$ cat src/rtl/alu_pkg.sv
// Shared ALU definitions: operation mode encoding, the result flag bundle and
// the mode-to-carry-in mapping used by the add/subtract pipeline.
package alu_pkg;

    localparam logic [1:0] ALU_ADD = 2'b00;
    localparam logic [1:0] ALU_SUB = 2'b01;
    localparam logic [1:0] ALU_ADC = 2'b10;
    localparam logic [1:0] ALU_SBB = 2'b11;

    typedef struct packed {
        logic carry;
        logic overflow;
        logic zero;
        logic negative;
    } alu_flags_t;

    // Subtract is A + ~B + 1; the extended modes take their carry from the caller.
    function automatic logic mode_cin(input logic [1:0] mode, input logic cin);
        logic c;
        case (mode)
            ALU_ADD: c = 1'b0;
            ALU_SUB: c = 1'b1;
            default: c = cin;
        endcase
        return c;
    endfunction

endpackage

$ cat src/rtl/int_add_sub_stage.sv
// One registered chunk of the pipelined adder: adds chunk IDX of the operands
// with the incoming carry and forwards operands, partial result and carry-out.
module int_add_sub_stage #(
    parameter int WIDTH = 32,
    parameter int CHUNK = 16,
    parameter int IDX   = 0
) (
    input  logic             clk,
    input  logic             rst,
    input  logic             adv,
    input  logic             in_valid,
    input  logic             in_cin,
    input  logic [WIDTH-1:0] in_a,
    input  logic [WIDTH-1:0] in_b,
    input  logic [WIDTH-1:0] in_res,
    output logic             out_valid,
    output logic             out_carry,
    output logic [WIDTH-1:0] out_a,
    output logic [WIDTH-1:0] out_b,
    output logic [WIDTH-1:0] out_res
);

    localparam int LSB = IDX * CHUNK;

    logic [CHUNK:0]   sum;
    logic [WIDTH-1:0] res_next;

    always_comb begin
        sum      = {1'b0, in_a[LSB +: CHUNK]} + {1'b0, in_b[LSB +: CHUNK]}
                 + {{CHUNK{1'b0}}, in_cin};
        res_next = in_res;
        res_next[LSB +: CHUNK] = sum[CHUNK-1:0];
    end

    always_ff @(posedge clk or posedge rst) begin
        if (rst) begin
            out_valid <= 1'b0;
            out_carry <= 1'b0;
            out_a     <= '0;
            out_b     <= '0;
            out_res   <= '0;
        end else if (adv) begin
            out_valid <= in_valid;
            out_carry <= sum[CHUNK];
            out_a     <= in_a;
            out_b     <= in_b;
            out_res   <= res_next;
        end
    end

endmodule

$ cat src/rtl/int_add_sub_pipe.sv
// Pipelined integer add/subtract, one WIDTH/STAGES-bit chunk per stage with the carry
// rippling through registers. Define INT_ADD_SUB_SAT_EN to enable signed saturation on i_sat.
module int_add_sub_pipe
    import alu_pkg::*;
#(
    parameter int WIDTH  = 32,
    parameter int STAGES = 2
) (
    input  logic             i_clk,
    input  logic             i_rst,
    input  logic             i_valid,
    output logic             o_ready,
    input  logic [1:0]       i_mode,
    input  logic             i_cin,
    input  logic             i_sat,
    input  logic [WIDTH-1:0] i_a,
    input  logic [WIDTH-1:0] i_b,
    output logic             o_valid,
    input  logic             i_ready,
    output logic [WIDTH-1:0] o_result,
    output logic             o_carry,
    output logic             o_overflow,
    output logic             o_zero,
    output logic             o_negative
);

    localparam int CHUNK = WIDTH / STAGES;

    // Handshake: a request enters on i_valid && o_ready, a result leaves on o_valid && i_ready.
    // The whole pipeline moves together whenever the output slot is empty or being drained.
    logic adv;
    assign adv     = !o_valid || i_ready;
    assign o_ready = adv;

    // Index 0 is the pipeline input, index k+1 the register of stage k.
    logic [STAGES:0]  vld;
    logic [STAGES:0]  cry;
    logic [WIDTH-1:0] op_a      [STAGES+1];
    logic [WIDTH-1:0] op_b      [STAGES+1];
    logic [WIDTH-1:0] stage_res [STAGES+1];

    assign vld[0]       = i_valid;
    assign cry[0]       = mode_cin(i_mode, i_cin);
    assign op_a[0]      = i_a;
    assign op_b[0]      = i_b ^ {WIDTH{i_mode[0]}};
    assign stage_res[0] = '0;

    for (genvar k = 0; k < STAGES; k++) begin : g_stage
        int_add_sub_stage #(
            .WIDTH (WIDTH),
            .CHUNK (CHUNK),
            .IDX   (k)
        ) u_stage (
            .clk       (i_clk),
            .rst       (i_rst),
            .adv       (adv),
            .in_valid  (vld[k]),
            .in_cin    (cry[k]),
            .in_a      (op_a[k]),
            .in_b      (op_b[k]),
            .in_res    (stage_res[k]),
            .out_valid (vld[k+1]),
            .out_carry (cry[k+1]),
            .out_a     (op_a[k+1]),
            .out_b     (op_b[k+1]),
            .out_res   (stage_res[k+1])
        );
    end

    logic [WIDTH-1:0] raw;
    logic [WIDTH-1:0] result;
    logic             a_msb;
    logic             b_msb;
    logic             ovf;
    logic             unused_ok;

    assign raw   = stage_res[STAGES];
    assign a_msb = op_a[STAGES][WIDTH-1];
    assign b_msb = op_b[STAGES][WIDTH-1];
    assign ovf   = (a_msb == b_msb) && (raw[WIDTH-1] != a_msb);

`ifdef INT_ADD_SUB_SAT_EN
    logic [STAGES-1:0] sat_q;

    always_ff @(posedge i_clk or posedge i_rst) begin
        if (i_rst) begin
            sat_q <= '0;
        end else if (adv) begin
            sat_q[0] <= i_sat;
            for (int k = 1; k < STAGES; k++) sat_q[k] <= sat_q[k-1];
        end
    end

    always_comb begin
        result = raw;
        if (sat_q[STAGES-1] && ovf)
            result = a_msb ? {1'b1, {(WIDTH-1){1'b0}}} : {1'b0, {(WIDTH-1){1'b1}}};
    end

    assign unused_ok = ^{op_a[STAGES][WIDTH-2:0], op_b[STAGES][WIDTH-2:0]};
`else
    assign result    = raw;
    assign unused_ok = ^{i_sat, op_a[STAGES][WIDTH-2:0], op_b[STAGES][WIDTH-2:0]};
`endif

    // Zero is qualified by valid so the idle/reset output presents all-zero flags.
    alu_flags_t flags;
    always_comb begin
        flags.carry    = cry[STAGES];
        flags.overflow = ovf;
        flags.zero     = o_valid && (result == '0);
        flags.negative = result[WIDTH-1];
    end

    assign o_valid    = vld[STAGES];
    assign o_result   = result;
    assign o_carry    = flags.carry;
    assign o_overflow = flags.overflow;
    assign o_zero     = flags.zero;
    assign o_negative = flags.negative;

endmodule

$ cat config.mk
export PLATFORM = sky130hd
export DESIGN_NAME = int_add_sub_pipe
export DESIGN_NICKNAME = d
export VERILOG_FILES = /design/src/rtl/alu_pkg.sv /design/src/rtl/int_add_sub_stage.sv /design/src/rtl/int_add_sub_pipe.sv
export SDC_FILE = /design/constraint.sdc
export NUM_CORES = 1
export LEC_CHECK = 0
export CAP_MARGIN = 20
export CORE_ASPECT_RATIO = 1.2
export CORE_MARGIN = 1.5
export CORE_UTILIZATION = 40
export CTS_BUF_LIST = sky130_fd_sc_hd__clkbuf_16
export DETAILED_ROUTE_END_ITERATION = 8
export PLACE_DENSITY = 0.76
export SYNTH_ARGS = -nofsm -noshare
export SYNTH_HDL_FRONTEND = slang
export SYNTH_SLANG_ARGS = --single-unit
export TNS_END_PERCENT = 20
$ cat constraint.sdc
create_clock -name i_clk -period 5.1 [get_ports i_clk]
set_input_delay 0.765 -clock i_clk [delete_from_list [all_inputs] [get_ports i_clk]]
set_output_delay 0.765 -clock i_clk [all_outputs]
set_load 0.05 [all_outputs]
After elaboration in Yosys (flattened, before gate mapping)
Cells that the tools add are included.
{ "totals": {"out_inout_bits": 38, "input_bits": 72, "register_bits": 180, "word_cells": 25} }
{ "op_classes": {"n_eq_ne": 3, "n_reduce_logical": 6, "n_addsub": 4, "bitwise_logic": 1, "mux": 1} }
{ "ops": {"columns": ["op", "n"], "rows": [
  ["$add 16x16->17", 2],
  ["$add 17x1->17", 2],
  ["$logic_not 32->1", 1],
  ["$xor 32x32->32", 1],
  ["$eq 2x1->1 const B", 1],
  ["$logic_and 1x1->1", 2],
  ["$logic_not 2->1", 1],
  ["$pmux 1 s2", 1],
  ["$eq 1x1->1", 1],
  ["$logic_not 1->1", 1],
  ["$logic_or 1x1->1", 1],
  ["$ne 1x1->1", 1]
]} }

Longest topological paths before layout
Gate-level depths: netlist of run 1.
{ "depth": {"depth_word": 3, "ltp_mapped": 12} }

Modules after synthesis
Synthesis of run 1 repeated with hierarchy kept, for this count alone.
{ "hier_totals": {"cells_unflattened": 707, "hier_area_um2": 9267.6} }
{ "modules_own_cells": {"columns": ["module", "seq_area_each_um2", "area_each_um2", "cells_each", "instances"], "rows": [
  ["int_add_sub_stage (g_stage[1].u_stage)", 2452.4, 4463.0, 338, 1],
  ["int_add_sub_stage (g_stage[0].u_stage)", 2452.4, 4366.7, 313, 1],
  ["int_add_sub_pipe", 0.0, 437.9, 56, 1]
]} }

Worst setup path after synthesis of run 1
Ideal clock, no wire load.
{ "synth_path": {"kind": "in2reg", "startpoint": "input port i_mode[0]", "endpoint": "register g_stage[0].u_stage.out_res[12]", "setup_ns": 0.071, "arrival_time_ns": 3.231, "t_required_ns": 5.029, "slack_ns": 1.798, "stages": 12, "path_buffers": 2, "cell_sequence": "clkbuf_1 -> buf_2 -> mux2_2 -> fa_1 -> inv_1 -> fa_1 -> nor2b_4 -> o31a_1 -> o22ai_4 -> o31ai_2 -> or4b_1 -> nand4_1"} }
{ "synth_between": {"elab_chain_len": 3} }
{ "synth_lines": {"columns": ["element", "line_no", "source"], "rows": [
  ["from (decl)", "int_add_sub_pipe.sv:13", "input logic [1:0] i_mode,"],
  ["$xor 32x32->32 (tied with other cells)", "int_add_sub_pipe.sv:45", "assign op_b[0] = i_b ^ {WIDTH{i_mode[0]}};"],
  ["$add 16x16->17 or $pmux 1 s2 (tied branches)", "int_add_sub_stage.sv:29, alu_pkg.sv:20", null],
  ["$add 17x1->17 (*)", "int_add_sub_stage.sv:30", "+ {{CHUNK{1'b0}}, in_cin};"],
  ["to (signal assigned)", "int_add_sub_stage.sv:47", "out_res <= res_next;"],
  ["to (decl)", "int_add_sub_stage.sv:20", "output logic [WIDTH-1:0] out_res"]
]} }
Mark *: on every way between the ends. The rest lies on a longest branch, timed or not.
A chain may end at the register's enable or synchronous reset.

Worst setup path in the final report of run 1
{ "layout_path": {"startpoint": "input port i_mode[1]", "endpoint": "register g_stage[0].u_stage.out_res[12]"} }
{ "layout_between": {"elab_chain_len": 3} }
{ "layout_lines": {"columns": ["element", "line_no", "source"], "rows": [
  ["$eq 2x1->1 or $logic_not 2->1 (tied branches)", "alu_pkg.sv:20", "case (mode)"],
  ["$pmux 1 s2 (*)", "alu_pkg.sv:20", null],
  ["$add 17x1->17 (*)", "int_add_sub_stage.sv:30", null]
]} }
Marks and branches as above.

==> results of run 1 <==
kinds of logic (layout without fill, tap and decap cells):
kind of cell | count (synthesis) | after routing
compound gates | 121 | 121
xor+xnor | 52 | 52
fa+ha+maj | 34 | 34
buf+inv | 39 | 136
flops | 86 | 86
mux | 3 | 3
simple gates | 249 | 249
cell usage after synthesis, types with 4 or more instances:
library cell	number	share of area, %
xnor2_1	25	4.3
nor2_1	28	2.1
nand4_1	7	0.86
o211ai_1	5	0.74
a211oi_1	8	1.2
buf_2	9	0.88
clkbuf_1	20	1.5
nor4_1	7	0.86
nand2b_1	4	0.49
nand3_1	11	1.1
ha_1	30	7.4
dfrtp_1	86	42
o21ai_0	38	3.7
xor2_1	27	4.6
inv_1	9	0.66
a21oi_1	38	3.7
nor2b_1	7	0.86
fa_1	4	1.6
a21o_1	10	1.5
nand2_1	162	12
worst paths after layout:
path | startpoint | to | slack [ns] | cells after the start
max | i_mode[1] | g_stage[0].u_stage.out_res[12] | 1.79 | 11
min | g_stage[0].u_stage.out_res[1] | g_stage[1].u_stage.out_res[1] | 0.47 | 2
max reg2reg | g_stage[0].u_stage.out_carry | g_stage[1].u_stage.out_res[28] | 2.29 | 8
min reg2reg | g_stage[0].u_stage.out_res[1] | g_stage[1].u_stage.out_res[1] | 0.47 | 2
max in group asynchronous | i_rst | g_stage[1].u_stage.out_res[18] | 3.20 | 3
min in group asynchronous | i_rst | g_stage[1].u_stage.out_res[0] | 0.86 | 2
state kept, by name, summed over array words and instances, names as in the netlist:
| register | flops |
|---|---|
| g_stage.u_stage.out_a | 17 |
| g_stage.u_stage.out_res | 48 |
| g_stage.u_stage.out_valid | 2 |
| g_stage.u_stage.out_b | 17 |
| g_stage.u_stage.out_carry | 2 |
power groups by stage:
stage	registers, uW	logic (uW)	clock network [uW]
final	1040	1420	573
after global routing	1060	1530	611
after CTS	1040	1420	586
after detailed placement	1050	1420	0
after global placement	1040	1400	0
after floorplan	1390	606	0
worst register-to-register path: cells and delay by family, from the launching register on:
family	cells	cell delay (ns)
xor+xnor	1	0.22
flops	1	0.44
compound gates	5	1.16
fa+ha+maj	2	0.85
layer usage:
metal / global-route usage [%] / vias to the layer above / wire length [um]
met4: 6.60 / 0 / 228
met2: 30.3 / 118 / 5690
met5: 0 / - / 0
li1: - / 2185 / -
met1: 24.5 / 2032 / 5460
met3: 2.67 / 18 / 527
layout make-up:
class / count / area (um^2)
multi-input combinational: 459 / 2790
inverter: 9 / 35.0
fill: 1123 / 5740
timing repair buffer: 112 / 1110
clock buffer: 9 / 225
tap: 161 / 201
sequential: 86 / 2150
clock inverter: 6 / 31.3
cell usage in the layout (no fill, tap or decap), types with 4 or more instances in the layout:
cell,Yosys,layout
dfrtp_1,86,86
nand2_1,162,162
nand3_1,11,11
a21oi_1,38,38
fa_1,4,4
nand4_1,7,7
clkinv_2,0,4
a211oi_1,8,8
nor2b_1,7,6
nor2_1,28,28
ha_1,30,30
inv_1,9,8
a21o_1,10,10
clkbuf_16,0,9
o21ai_0,38,38
o211ai_1,5,5
clkdlybuf4s50_1,0,107
buf_4,1,4
xor2_1,27,27
nor4_1,7,7
xnor2_1,25,25
nand2b_1,4,4
per-stage QoR:
| step | util [%] | setup slack, ns |
|---|---|---|
| after detailed placement | 51.2 | 1.45 |
| final | 53.3 | 1.79 |
| after global routing | 53.3 | 1.68 |
| after floorplan | - | 1.80 |
| after CTS | 53.3 | 1.80 |
| after global placement | 51.2 | 1.53 |
==> flow_summary.ini, run 1 <==
[logic_synthesis]
synth_top_family_by_area = simple AND/OR/NAND/NOR gates
synthXorXnorAreaFrac_pct = 8.94
ys_seq_area_share_pct = 42.3
synthMuxAreaShare_pct = 0.614
synth_edf_count = 0
synth.net_count = 690
syn-cell-area_um2 = 5090
ys_types = 50
ys_ff_latch = 86
async_reset_ff_share_pct = 100
synth-main-ff-cell = dfrtp_1
syn-instance-count = 584
synth_adder_area_share_pct = 8.94
ys_warn_count = 0
synth_compound_area_share_pct = 14.6
synthSimpleGateAreaFrac_pct = 21.5
syn-mean-instance-area_um2 = 8.72

[cts]
root_buffer = clkbuf_16
cts_resized = 0
clkLatencyLatePin_ns = 0.33
clockBufferDepth = 2
clk_pin_slew_ns = 0.06
numCtsBuffers = 9
htreeDepth = 3
cts_setup_buffers = 0
cts_tree = built
cts_hold_buf = 0
clkSinkCount = 86

[global_route]
antenna_found_initial = 0
grt_pass1_wl_mm = 19.9
grt_use_total_pct = 18.3
grt_pass1_vias = 4270
gr-total-overflow = 0
grt_start_max_net_pins = 110

[power_and_ir_drop]
ir_drop_v = 0.000250
p_sw_uw = 1300
p_per_area_nw_per_um2 = 463
power.leakage_uw = 0.00293
internal-power_uw = 1730
sw_frac_of_total_pct = 42.9
comb_power_share_pct = 46.9
p_clk_share_pct = 18.9
pwr-share-seq_pct = 34.2
total_power_uw = 3030

[finish]
area_delta_synth_final_pct = 28.4
nets = 783
final_layout_size_suffix_gt1_share_pct = 4.55
design_area_um2 = 6540
antenna_cells = 0
stdcell_count = 842

[drt]
first_pass_iters = 5
viasPerCell = 5.17
vias = 4353
first_iter_violations = 246
wire_per_inst_um = 14.1
ant_nets = 0
route.detailed.drc = 0
drt_wl_total_mm = 11.9

[floorplan]
die_area_um2 = 13400
die_w_um = 106
rows = 44
die_y_um = 127
initial_core_util_pct = 41.5
core_area_um2 = 12300
ioPinCount = 110

[timing]
fin_skew_ns = 0.00528
fmax_ghz = 0.302
rsz0062_at_grt = false
slew_headroom_pct = 34.5
slew_violations = 0
setup_violations = 0
min_period_ns = 3.31
fin_tns_setup_ns = 0
hold_ws_ns = 0.470
finalCritPeriodShare_pct = 64.9
hold_viol_final = 0
worst_pin_slew_ns = 0.983

[critical_path]
crit_top_cell = fa_1
crit_path_end_kind = flip-flop
start_kind = input pin
path_max_fanout = 5
slowest_delay_ns = 0.49
critPathBufInv = 2
crit_slowest_cell = or4b_1
cp_data_arrival_time_ns = 3.58
crit_family = compound AO/OA/AOI/OAI gates
path_class = in2reg
worstPathRequired_ns = 5.37
path_cells = clkdlybuf4s50_1, mux2_2, fa_1, inv_1, fa_1, nor2b_4, o31a_1, o22ai_4, o31ai_2, or4b_1, nand4_1

[place]
gp_congestion = 0.882
placed_cell_area_um2 = 6280
portBuffers = 108
dp_hpwl_mm = 8.65
placed_cells = 827

[run_status]
status = completed

[run]
max_cap_violations = 0

[min_path]
min_path_type = reg2reg
Power figures use the tool's default switching activity.
==> run 2: changes to the inputs <==
- PLACE_DENSITY: 0.76 -> 0.79
- clock period: 5.1 -> 2.77 ns (I/O delays scaled with it)
==> run 2 against run 1 <==
Net effect:
- first-iteration DRC count grew 19%
- clock-buffer cell count is the same
- sequential share of layout area shrank 0.75 points
- clock power grew 85%
- largest power group unchanged
- via count grew 0.87%
- utilization grew 1.2 points
- final area grew 2.3%
- sequential power grew 85%
- non-clock buffer count grew 11
==> flow_summary.ini, run 2 (synthesized netlist as in run 1, its figures left out) <==
[global_route]
antenna_found_initial = 0
grt_start_max_net_pins = 110
gr-total-overflow = 0
grt_pass1_wl_mm = 20.5
grt_use_total_pct = 19.0
grt_pass1_vias = 4414

[power_and_ir_drop]
power.leakage_uw = 0.00303
p_sw_uw = 2430
sw_frac_of_total_pct = 42.9
ir_drop_v = 0.000677
p_per_area_nw_per_um2 = 845
p_clk_share_pct = 18.7
pwr-share-seq_pct = 33.9
comb_power_share_pct = 47.4
internal-power_uw = 3230

[timing]
hold_viol_final = 0
fin_skew_ns = 0.00784
rsz0062_at_grt = true
setup_violations = 0
worst_pin_slew_ns = 0.534
slew_headroom_pct = 64.3
finalWorstSetupSlack_ns = 0.121
min_period_ns = 2.65
finalCritPeriodShare_pct = 95.6
fmax_ghz = 0.377
slew_violations = 0
hold_ws_ns = 0.410

[critical_path]
path_class = reg2reg
path_max_fanout = 3
crit_path_end_kind = flip-flop
cp_data_arrival_time_ns = 2.86
start_kind = flip-flop
worstPathRequired_ns = 2.99
reg2reg_slack_ns = 0.12

[place]
gp_congestion = 0.922
placed_cell_area_um2 = 6370
place_worst_setup_slack_ns = -0.371
portBuffers = 108
dp_hpwl_mm = 8.98
placed_cells = 834

[finish]
fillCellCount = 1056
antenna_cells = 0
final_layout_size_suffix_gt1_share_pct = 6.93
stdcell_count = 854
reg.largest.list = g_stage.u_stage.out_res (48), g_stage.u_stage.out_a (17), g_stage.u_stage.out_b (17)
nets = 794
area_delta_synth_final_pct = 31.4
mostFrequentLayoutCells = 162 x nand2_1, 102 x clkdlybuf4s50_1, 86 x dfrtp_1
top_register = g_stage.u_stage.out_res
largest_register_ffs = 48
layout_commonest_cell = nand2_1
design_area_um2 = 6690

[cts]
clkSinkCount = 86
clockBufferDepth = 2
cts_tree = built
htreeDepth = 3
clk_pin_slew_ns = 0.06
cts_hold_buf = 0
numCtsBuffers = 9
clkLatencyLatePin_ns = 0.33
root_buffer = clkbuf_16

[floorplan]
die_y_um = 127
initial_core_util_pct = 41.5
ioPinCount = 110
die_area_um2 = 13400
rows = 44
core_area_um2 = 12300
die_w_um = 106

[min_path]
min_path_type = in2async

[drt]
route.detailed.drc = 0
viasPerCell = 5.14
first_pass_iters = 5
vias = 4391
drt_wl_total_mm = 12.1
ant_nets = 0
first_iter_violations = 292
wire_per_inst_um = 14.2

[run]
max_cap_violations = 0

[run_status]
status = completed
[run 2: cell count changes in the layout (fill, tap and decap cells not counted), sizes merged]
| cell | change |
|---|---|
| buf | +13 |
| clkinvlp | +1 |
| dlymetal6s2s | +3 |
| clkdlybuf4s50 | -5 |
[run 2: worst paths after layout]
| path | start | end | depth (start not counted) |
|---|---|---|---|
| setup / recovery | g_stage[0].u_stage.out_b[16] | g_stage[1].u_stage.out_res[28] | 8 |
| hold / removal | i_rst | g_stage[1].u_stage.out_res[4] | 2 |
| setup reg to reg | g_stage[0].u_stage.out_b[16] | g_stage[1].u_stage.out_res[28] | 8 |
| hold reg to reg | g_stage[0].u_stage.out_valid | g_stage[1].u_stage.out_valid | 1 |
| max in group asynchronous | i_rst | g_stage[0].u_stage.out_a[18] | 3 |
| min in group i_clk | g_stage[0].u_stage.out_valid | g_stage[1].u_stage.out_valid | 1 |
[run 2: what timing repair did]
action / 4_1_cts / 5_1_grt
endpoints found under the setup margin: 2 / 5
pin swaps: 3 / 7
gates resized for setup: 0 / 7
setup buffers: 1 / 3
gates cloned: 0 / 0
[run 2: power by group through the flow]
stage | Combinational (uW) | Clock [uW] | Sequential (uW)
2_1_floorplan | 1120 | 0 | 2560
3_3_place_gp | 2600 | 0 | 1920
3_5_place_dp | 2650 | 0 | 1940
4_1_cts | 2670 | 1070 | 1920
5_1_grt | 2890 | 1120 | 1970
6_report | 2680 | 1060 | 1920
[run 2: area by class of cell]
| type | count | area [um^2] | area share (%) |
|---|---|---|---|
| clock buffer | 9 | 225 | 3.37 |
| timing repair buffer | 123 | 1230 | 18.4 |
| sequential | 86 | 2150 | 32.2 |
| inverter | 9 | 35.0 | 0.524 |
| clock inverter | 7 | 32.5 | 0.486 |
| tap | 161 | 201 | 3.01 |
| multi-input combinational | 459 | 2820 | 42.1 |
[run 2: per-layer routing]
metal | global-route usage, % | up-vias | share of wire [%]
met3 | 2.42 | 26 | 4.5
met1 | 25.1 | 2041 | 44
met2 | 30.9 | 128 | 48
met4 | 9.22 | 0 | 3.0
li1 | - | 2196 | -
met5 | 0 | - | 0
[run 2: per-stage QoR]
stage	utilization (%)	TNS [ns]	total power, uW
after CTS	54.1	0	5650
after global placement	51.9	-1.47	4520
after floorplan	-	-0.0330	3680
after detailed placement	51.9	-2.09	4580
after global routing	54.5	-0.0125	5980
final	54.5	0	5650
[run 2: worst max-delay path: stages, from the launching register on]
cell and delay [ns]:
dfrtp_1 0.40, fa_1 0.46, fa_1 0.44, a21oi_2 0.20
o21ai_0 0.15, a211o_1 0.35, a31oi_2 0.27, xor2_1 0.17
a21oi_1 0.08
==> run 3: changes to the inputs <==
- GPL_TIMING_DRIVEN: default -> 0
==> run 3 against run 2 <==
Net effect:
- routed wire length increased by 10%
- sequential cell count unchanged
- via count increased by 4.4%
- global-route usage increased by 1.5 points
- clock-buffer cell count unchanged
- setup slack got worse by 0.031 ns
- die area unchanged
- utilization increased by 0.76 points
- critical path depth increased by 4
- sequential power about the same
- largest cell class unchanged
==> flow_summary.ini, run 3 (synthesized netlist as in run 1, its figures left out) <==
[run_status]
status = completed

[global_route]
antenna_found_initial = 0
grt_pass1_vias = 4519
gr-total-overflow = 0
grt_pass1_wl_mm = 21.7
grt_use_total_pct = 20.4
grt_start_max_net_pins = 51

[cts]
clkSinkCount = 86
cts_hold_buf = 0
clockBufferDepth = 2
clk_pin_slew_ns = 0.06
htreeDepth = 3
root_buffer = clkbuf_16
numCtsBuffers = 9
clkLatencyLatePin_ns = 0.34
cts_tree = built

[critical_path]
slowest_delay_ns = 0.50
crit_top_cell = fa_2
crit_slowest_cell = or4b_1
cp_data_arrival_time_ns = 2.96
path_cells = clkbuf_4, buf_6, mux2_4, fa_2, inv_2, fa_2, nor2b_4, o31a_1, o22ai_4, o31ai_4, or4b_1, nand4_1
crit_family = adder cells
crit_cells = 12
reg2reg_from = g_stage[0].u_stage.out_carry
reg2reg_slack_ns = 0.11
crit_path_end_kind = flip-flop
start_kind = input pin
cp-startpoint = i_mode[0]
path_class = in2reg
critPathBufInv = 3
rr_worst_depth = 8
path_max_fanout = 10
worstPathRequired_ns = 3.05
rr_endpoint = g_stage[1].u_stage.out_res[28]

[finish]
reg.largest.list = g_stage.u_stage.out_res (48), g_stage.u_stage.out_a (17), g_stage.u_stage.out_b (17)
top_register = g_stage.u_stage.out_res
mostFrequentLayoutCells = 162 x nand2_1, 103 x clkdlybuf4s50_1, 86 x dfrtp_1
final_util_pct = 55.3
largest_register_ffs = 48
layout_commonest_cell = nand2_1
final_layout_size_suffix_gt1_share_pct = 7.69
nets = 816
area_delta_synth_final_pct = 33.2
antenna_cells = 0

[floorplan]
core_area_um2 = 12300
rows = 44
ioPinCount = 110
initial_core_util_pct = 41.5
die_w_um = 106
die_area_um2 = 13400
die_y_um = 127

[drt]
route.detailed.drc = 0
wire_per_inst_um = 15.3
first_iter_violations = 359
drt_wl_total_mm = 13.4
first_pass_iters = 5
ant_nets = 0
vias = 4585
viasPerCell = 5.23

[place]
portBuffers = 107
dp_hpwl_mm = 10.4
gp_congestion = 0.873

[power_and_ir_drop]
comb_power_share_pct = 46.6
p_clk_share_pct = 20.3
internal-power_uw = 3330
ir_drop_v = 0.000614
power.leakage_uw = 0.00306
p_per_area_nw_per_um2 = 858
p_sw_uw = 2490
pwr-share-seq_pct = 33.1
sw_frac_of_total_pct = 42.8

[timing]
hold_ws_ns = 0.449
hold_viol_final = 0
min_period_ns = 2.68
rsz0062_at_grt = true
worst_pin_slew_ns = 0.612
slew_headroom_pct = 59.2
finalCritPeriodShare_pct = 96.8
fmax_ghz = 0.373
setup_violations = 0
fin_skew_ns = 0.00588
slew_violations = 0

[min_path]
min_path_type = in2async

[run]
max_cap_violations = 0
[run 3: cell types whose count changed in the layout (fill, tap and decap cells not counted), moves of 2 or more]
cell        change
buf_12          -3
clkinv_1        -3
clkbuf_2        +2
buf_2           +7
clkbuf_1       +16
clkinvlp_4      +2
buf_4           -5
[run 3: timing repair]
item / 4_1_cts / 5_1_grt
pin swaps: 0 / 6
gates resized for setup: 6 / 7
setup buffers: 0 / 8
hold endpoints to repair: 0 / 0
setup endpoints to repair: 4 / 7
[run 3: layer usage]
metal	up-vias	GRT usage (%)	part of all wire [%]
met5	-	0	0
met4	0	5.33	1.4
met3	15	3.80	5.2
met2	154	36.0	51
met1	2184	25.7	42
li1	2232	-	-
[run 3: area by class of cell]
| class | instances | area [um^2] |
|---|---|---|
| clock inverters | 7 | 65.1 |
| inverters | 9 | 40.0 |
| flip-flops and latches | 86 | 2150 |
| repair buffers | 116 | 1160 |
| multi-input cells | 459 | 2800 |
| plain buffers | 29 | 136 |
| well taps | 161 | 201 |
| clock buffers | 9 | 225 |
| fillers | 1083 | 5490 |
[run 3: power by group through the flow]
stage	combinational, uW	clock [uW]	sequential, uW
after floorplan	1120	0	2560
after global placement	2610	0	1930
after detailed placement	2670	0	1950
after CTS	2680	1190	1930
after global routing	2910	1240	1970
final	2710	1180	1930
[run 3: metrics by stage]
| stage | TNS [ns] | instance area (um^2) | cells | worst slack (ns) | power (uW) |
|---|---|---|---|---|---|
| 2_1_floorplan | -0.0330 | 5110 | 584 | -0.0330 | 3680 |
| 3_3_place_gp | -91.87 | 6380 | 852 | -1.04 | 4540 |
| 3_5_place_dp | -3.06 | 6410 | 853 | -0.916 | 4610 |
| 4_1_cts | -0.0468 | 6700 | 868 | -0.0468 | 5790 |
| 5_1_grt | -0.0102 | 6790 | 876 | -0.00523 | 6130 |
| 6_report | 0 | 6790 | 876 | 0.0896 | 5820 |
[run 3: worst max path at each step]
stage	to	slack, ns
finish	g_stage[0].u_stage.out_res[12]	0.09
global route	g_stage[1].u_stage.out_res[28]	-0.005
CTS	g_stage[0].u_stage.out_res[12]	-0.05
detailed placement	o_ready	-0.92
global placement	g_stage[0].u_stage.out_b[24]	-1.04
floorplan	g_stage[0].u_stage.out_res[12]	-0.03
